[src/rtl/registro_pkg.sv]
// Shared definitions for the universal register: operation-select encodings
// and the width of the select field. Imported by the design and its tester.
package registro_pkg;

  localparam int MODO_W = 3;

  localparam logic [MODO_W-1:0] MODO_SHL  = 3'b000;
  localparam logic [MODO_W-1:0] MODO_SHR  = 3'b001;
  localparam logic [MODO_W-1:0] MODO_ROL  = 3'b010;
  localparam logic [MODO_W-1:0] MODO_ROR  = 3'b011;
  localparam logic [MODO_W-1:0] MODO_LOAD = 3'b100;
  localparam logic [MODO_W-1:0] MODO_UP   = 3'b101;
  localparam logic [MODO_W-1:0] MODO_DOWN = 3'b110;
  localparam logic [MODO_W-1:0] MODO_CLR  = 3'b111;

endpackage

[src/rtl/registro_universal.sv]
// WIDTH-bit universal register: shift, rotate, parallel load, up/down count
// and clear, with a registered ripple/carry flag for cascading instances.
module registro_universal
  import registro_pkg::*;
#(
  parameter int WIDTH = 4
) (
  input  logic              CLK,
  input  logic              RESET_L,
  input  logic              ENB,
  input  logic [MODO_W-1:0] MODO,
  input  logic [WIDTH-1:0]  D,
  input  logic              S_IN,
  output logic [WIDTH-1:0]  Q,
  output logic              RCO
);

  localparam logic [WIDTH-1:0] ONE = {{(WIDTH-1){1'b0}}, 1'b1};

  logic [WIDTH-1:0] q_next;
  logic             rco_next;

  // Select next register value and carry flag from the current Q; the flag
  // always reflects the pre-edge contents so cascades see a clean pulse.
  always_comb begin
    q_next   = Q;
    rco_next = 1'b0;
    if (ENB) begin
      case (MODO)
        MODO_SHL: begin
          q_next   = {Q[WIDTH-2:0], S_IN};
          rco_next = Q[WIDTH-1];
        end
        MODO_SHR: begin
          q_next   = {S_IN, Q[WIDTH-1:1]};
          rco_next = Q[0];
        end
        MODO_ROL: begin
          q_next   = {Q[WIDTH-2:0], Q[WIDTH-1]};
          rco_next = Q[WIDTH-1];
        end
        MODO_ROR: begin
          q_next   = {Q[0], Q[WIDTH-1:1]};
          rco_next = Q[0];
        end
        MODO_LOAD: begin
          q_next   = D;
          rco_next = 1'b0;
        end
        MODO_UP: begin
          // Carry leaves only through RCO; Q wraps modulo 2^WIDTH.
          q_next   = Q + ONE;
          rco_next = &Q;
        end
        MODO_DOWN: begin
          q_next   = Q - ONE;
          rco_next = ~|Q;
        end
        default: begin
          q_next   = '0;
          rco_next = 1'b0;
        end
      endcase
    end
  end

  // Register Q and RCO; reset clears both immediately regardless of CLK.
  always_ff @(posedge CLK or negedge RESET_L) begin
    if (!RESET_L) begin
      Q   <= '0;
      RCO <= 1'b0;
    end else begin
      Q   <= q_next;
      RCO <= rco_next;
    end
  end

endmodule

[config.mk]
export PLATFORM = sky130hd
export DESIGN_NAME = registro_universal
export DESIGN_NICKNAME = d
export VERILOG_FILES = /design/src/rtl/registro_pkg.sv /design/src/rtl/registro_universal.sv
export SDC_FILE = /design/constraint.sdc
export NUM_CORES = 1
export LEC_CHECK = 0
export CAP_MARGIN = 10
export CORE_MARGIN = 2
export CORE_UTILIZATION = 35
export CTS_CLUSTER_DIAMETER = 30
export DETAILED_ROUTE_END_ITERATION = 16
export HOLD_SLACK_MARGIN = 0.08
export SYNTH_ARGS = -nofsm -noshare
export SYNTH_HDL_FRONTEND = slang
export SYNTH_SLANG_ARGS = --single-unit
[constraint.sdc]
create_clock -name CLK -period 2 [get_ports CLK]
set_input_delay 0.2 -clock CLK [delete_from_list [all_inputs] [get_ports CLK]]
set_output_delay 0.2 -clock CLK [all_outputs]
set_load 0.01 [all_outputs]
==> metrics.md <==
| Metric | Value |
|---|---|
| Die area | ~0.0018 mm2 |
| Commonest non-fill, non-tap cells in the layout | clkdlybuf4s50_1 (15), dfrtp_1 (5), nor2b_1 (5), buf_4 (5) |
| Vias in the first global route | roughly 470 |
| Most common cell after layout, fill and taps aside | clkdlybuf4s50_1 |
| CTS resizes | 0 |
| Fin. max-slew vios | 0 |
| Status | completed |
| Syn Area/Cell | 8.40 um2 |
| Power Total | about 460 uW |
| Crit path DAT | 1760 ps |
| Nets | 95 |
| Skew-Pair Late Insertion Delay | 240 ps |
| Final setup viols | 0 |
| Setup Fix Bufs, Post-CTS | 0 |
| Tightest Pin Transition | 310 ps |
| Footprint of the multi-input gates | ~350 um2 |
| CTS tree | built |
| CTS Hold Bufs | 0 |
| Largest net degree at the start of global routing | 14 |
| Initial antenna violation count | 0 |
| Area Growth Syn to Fin | 39.4% |
| FF+latch count, synth | 5 |
| Iter 0 DRT Violations | 8 |
| Worst vdd ir | 264 uV |
| Post-synthesis sequential area ratio | 24.0% |
| Total track usage | 14.7% |
| Critical Setup Path Class | in -> reg |
| FF-to-FF path depth | 4 |
| Global-route wire length before repair | ~2000 um |
| RSZ-0062 raised after global routing | no |
| Half-perimeter wire length after placement | around 910 um |
| Leak pwr | about 0.00032 uW |
| Synth unique cells | 37 |
| Cell area after layout | ~730 um2 |
| # fillers | 133 |
| Vias per cell | approximately 5.5 |
| Grt ovf | 0 |
| Synth Area in Adders | 2.40% |
| Fin. Hold Viols | 0 |
| Mapped Area | between 500 and 600 um2 |
| Post-route ant nets | 0 |
| Post-Synthesis Cells | 62 |
| TritonRoute pass-1 iters | 4 |
| Dpl cell area | between 600 and 700 um2 |
| Share of synthesized area spent on multiplexers | under 10% |
| Syn Nets | 74 |
| Synth warn | 0 |
| GPL Wtd Cong | slightly below 0.8 |
| Register Area | 125 um2 |
| Die Y | between 40 and 50 um |
| Max H-tree Level | 1 |
| I/O pins | 16 |
| Final Critical Period | about 1600 ps |
| Routed WL | 1180 um |
| # diodes | 0 |
| Final worst-path cycle share | 82.2% |
| Std cell rows | 13 |
| CP Cell Sequence | clkdlybuf4s50_1 -> nand3b_4 -> xnor2_1 -> ha_1 -> nor2_1 -> mux2i_1 -> o32ai_1 -> a211o_1 |
| # port buffers | 15 |
| Synth Area in XOR/XNOR | about 3.4% |
| WL/cell | around 12 um |
| Reg2reg end | Q[3]$_DFFE_PN0P_ |
| PwrDens | roughly 630 mW/mm2 |
| Clock Skew | between 0.8 and 0.9 ps |
| Core ar. | 0.00135 mm2 |
| Longest Clk Path Bufs | 2 |
| Post-Synth Simple-Gate Area | 29.3% |
| Largest family of logic cells by synthesized area | simple AND/OR/NAND/NOR gates |
| Max_slew headroom | slightly below 80% |
| Slowest cell on crit path | clkdlybuf4s50_1 |
| Total negative setup slack | 0 ps |
| Max Cap Viol | 0 |
| CTS Sinks | 5 |
| Clk slew on worst S/H paths | about 40 ps |
| R2R Setup Slk | between 400 and 500 ps |
| Share of layout cells above drive strength 1 | 13.4% |
| Remaining DRCs | 0 |
| Hold WC Path Type | in -> async |
| Worst endpoint required time | approximately 2100 ps |
| Critical Path End | Q[2]$_DFFE_PN0P_ |
| Total CTS buffers | 3 |
| Vias | roughly 530 |
| Die X-Extent | between 40 and 50 um |
| Starting Density | 38.6% |
| CP startpoint | MODO[1] |
| Critical path's largest stage delay | 530 ps |
| Final hold slack | between 150 and 200 ps |
| Fmax achieved | about 610 MHz |
| Crit-path max FO | 2 |
| Clock Tree Root | clkbuf_4 |
| Critical R2R Launch | Q[0]$_DFFE_PN0P_ |
| Setup crit end kind | flip-flop |
| Synth Area in Compound Gates | around 29% |
| Crit start category | input pin |
worst min-delay path by stage:
| stage | from | end | slack [ps] | cells after the start |
|---|---|---|---|---|
| 4_1_cts | RESET_L | Q[1]$_DFFE_PN0P_ | 190 | 1 |
| 6_report | RESET_L | Q[1]$_DFFE_PN0P_ | 180 | 1 |
| 2_1_floorplan | RESET_L | Q[0]$_DFFE_PN0P_ | -100 | 0 |
| 5_1_grt | RESET_L | RCO$_DFF_PN0_ | 190 | 1 |
| 3_5_place_dp | RESET_L | Q[1]$_DFFE_PN0P_ | 440 | 1 |
| 3_3_place_gp | RESET_L | Q[1]$_DFFE_PN0P_ | 440 | 1 |
registers in the layout, indices dropped and copies added (netlist names):
signal and flops:
RCO 1, Q 4
per-stage QoR:
step	setup WS, ps	util (%)	cells
after floorplan	529	-	62
final	357	53.8	97
after global routing	281	53.8	97
after global placement	115	51.8	93
after detailed placement	94.6	51.8	93
after CTS	351	53.8	97
kinds of logic after synthesis:
kind of cell | Yosys count
adders and majority gates | 1
DFF | 5
AOI/OAI and AO/OA | 21
and+or+nand+nor | 23
buffers and inverters | 8
muxes | 2
xor gates and xnor gates | 2
cells in the mapped netlist, drive strengths merged:
master | number | area (um2)
and3 | 2 | 12.5
a211o | 1 | 8.76
nand2 | 3 | 11.3
o31ai | 1 | 7.51
or4b | 1 | 10.0
a211oi | 1 | 7.51
xnor2 | 1 | 8.76
a21boi | 2 | 15.0
nor2 | 1 | 3.75
xor2 | 1 | 8.76
o22a | 1 | 8.76
a21oi | 3 | 15.0
nor2b | 5 | 31.3
o32ai | 1 | 8.76
nand3b | 3 | 35.0
and2 | 2 | 12.5
dfrtp | 5 | 125
a2111o | 1 | 11.3
nor3 | 1 | 5.00
o21ai | 5 | 25.0
o211a | 1 | 10.0
a31oi | 1 | 6.26
nand2b | 3 | 21.3
a221oi | 1 | 8.76
nand3 | 2 | 10.0
mux2i | 2 | 20.0
clkdlybuf4s18 | 1 | 10.0
o311ai | 1 | 8.76
o2111ai | 1 | 8.76
inv | 4 | 15.0
ha | 1 | 12.5
buf | 3 | 17.5
cell type report:
type	count	area share [%]
clock buffers	4	3.62
multi-input cells	49	48.6
well taps	15	2.59
inverters	4	2.07
flip-flops and latches	5	17.2
repair buffers	20	25.9
report_power, final:
part / leakage (uW) / total (uW) / switching [uW] / internal, uW
logic: 0.000247 / 189 / 79.1 / 110
clock network: 0.0000150 / 113 / 37.6 / 75.2
registers: 0.0000612 / 154 / 33.7 / 120
layer usage:
layer | GRT usage (%) | wire [um] | up-vias
met5 | 0 | 0 | -
met4 | 3.75 | 0 | 0
met3 | 5.17 | 33 | 0
met2 | 23.4 | 551 | 10
met1 | 18.7 | 598 | 254
li1 | - | - | 269
critical path, delay by kind of cell:
| kind | cells | cell delay [ps] |
|---|---|---|
| buffers and inverters | 1 | 530 |
| muxes | 1 | 180 |
| and+or+nand+nor | 2 | 130 |
| AOI/OAI and AO/OA | 2 | 390 |
| adders and majority gates | 1 | 180 |
| xor gates and xnor gates | 1 | 140 |
Note: power is estimated with default switching activity, not from simulation.
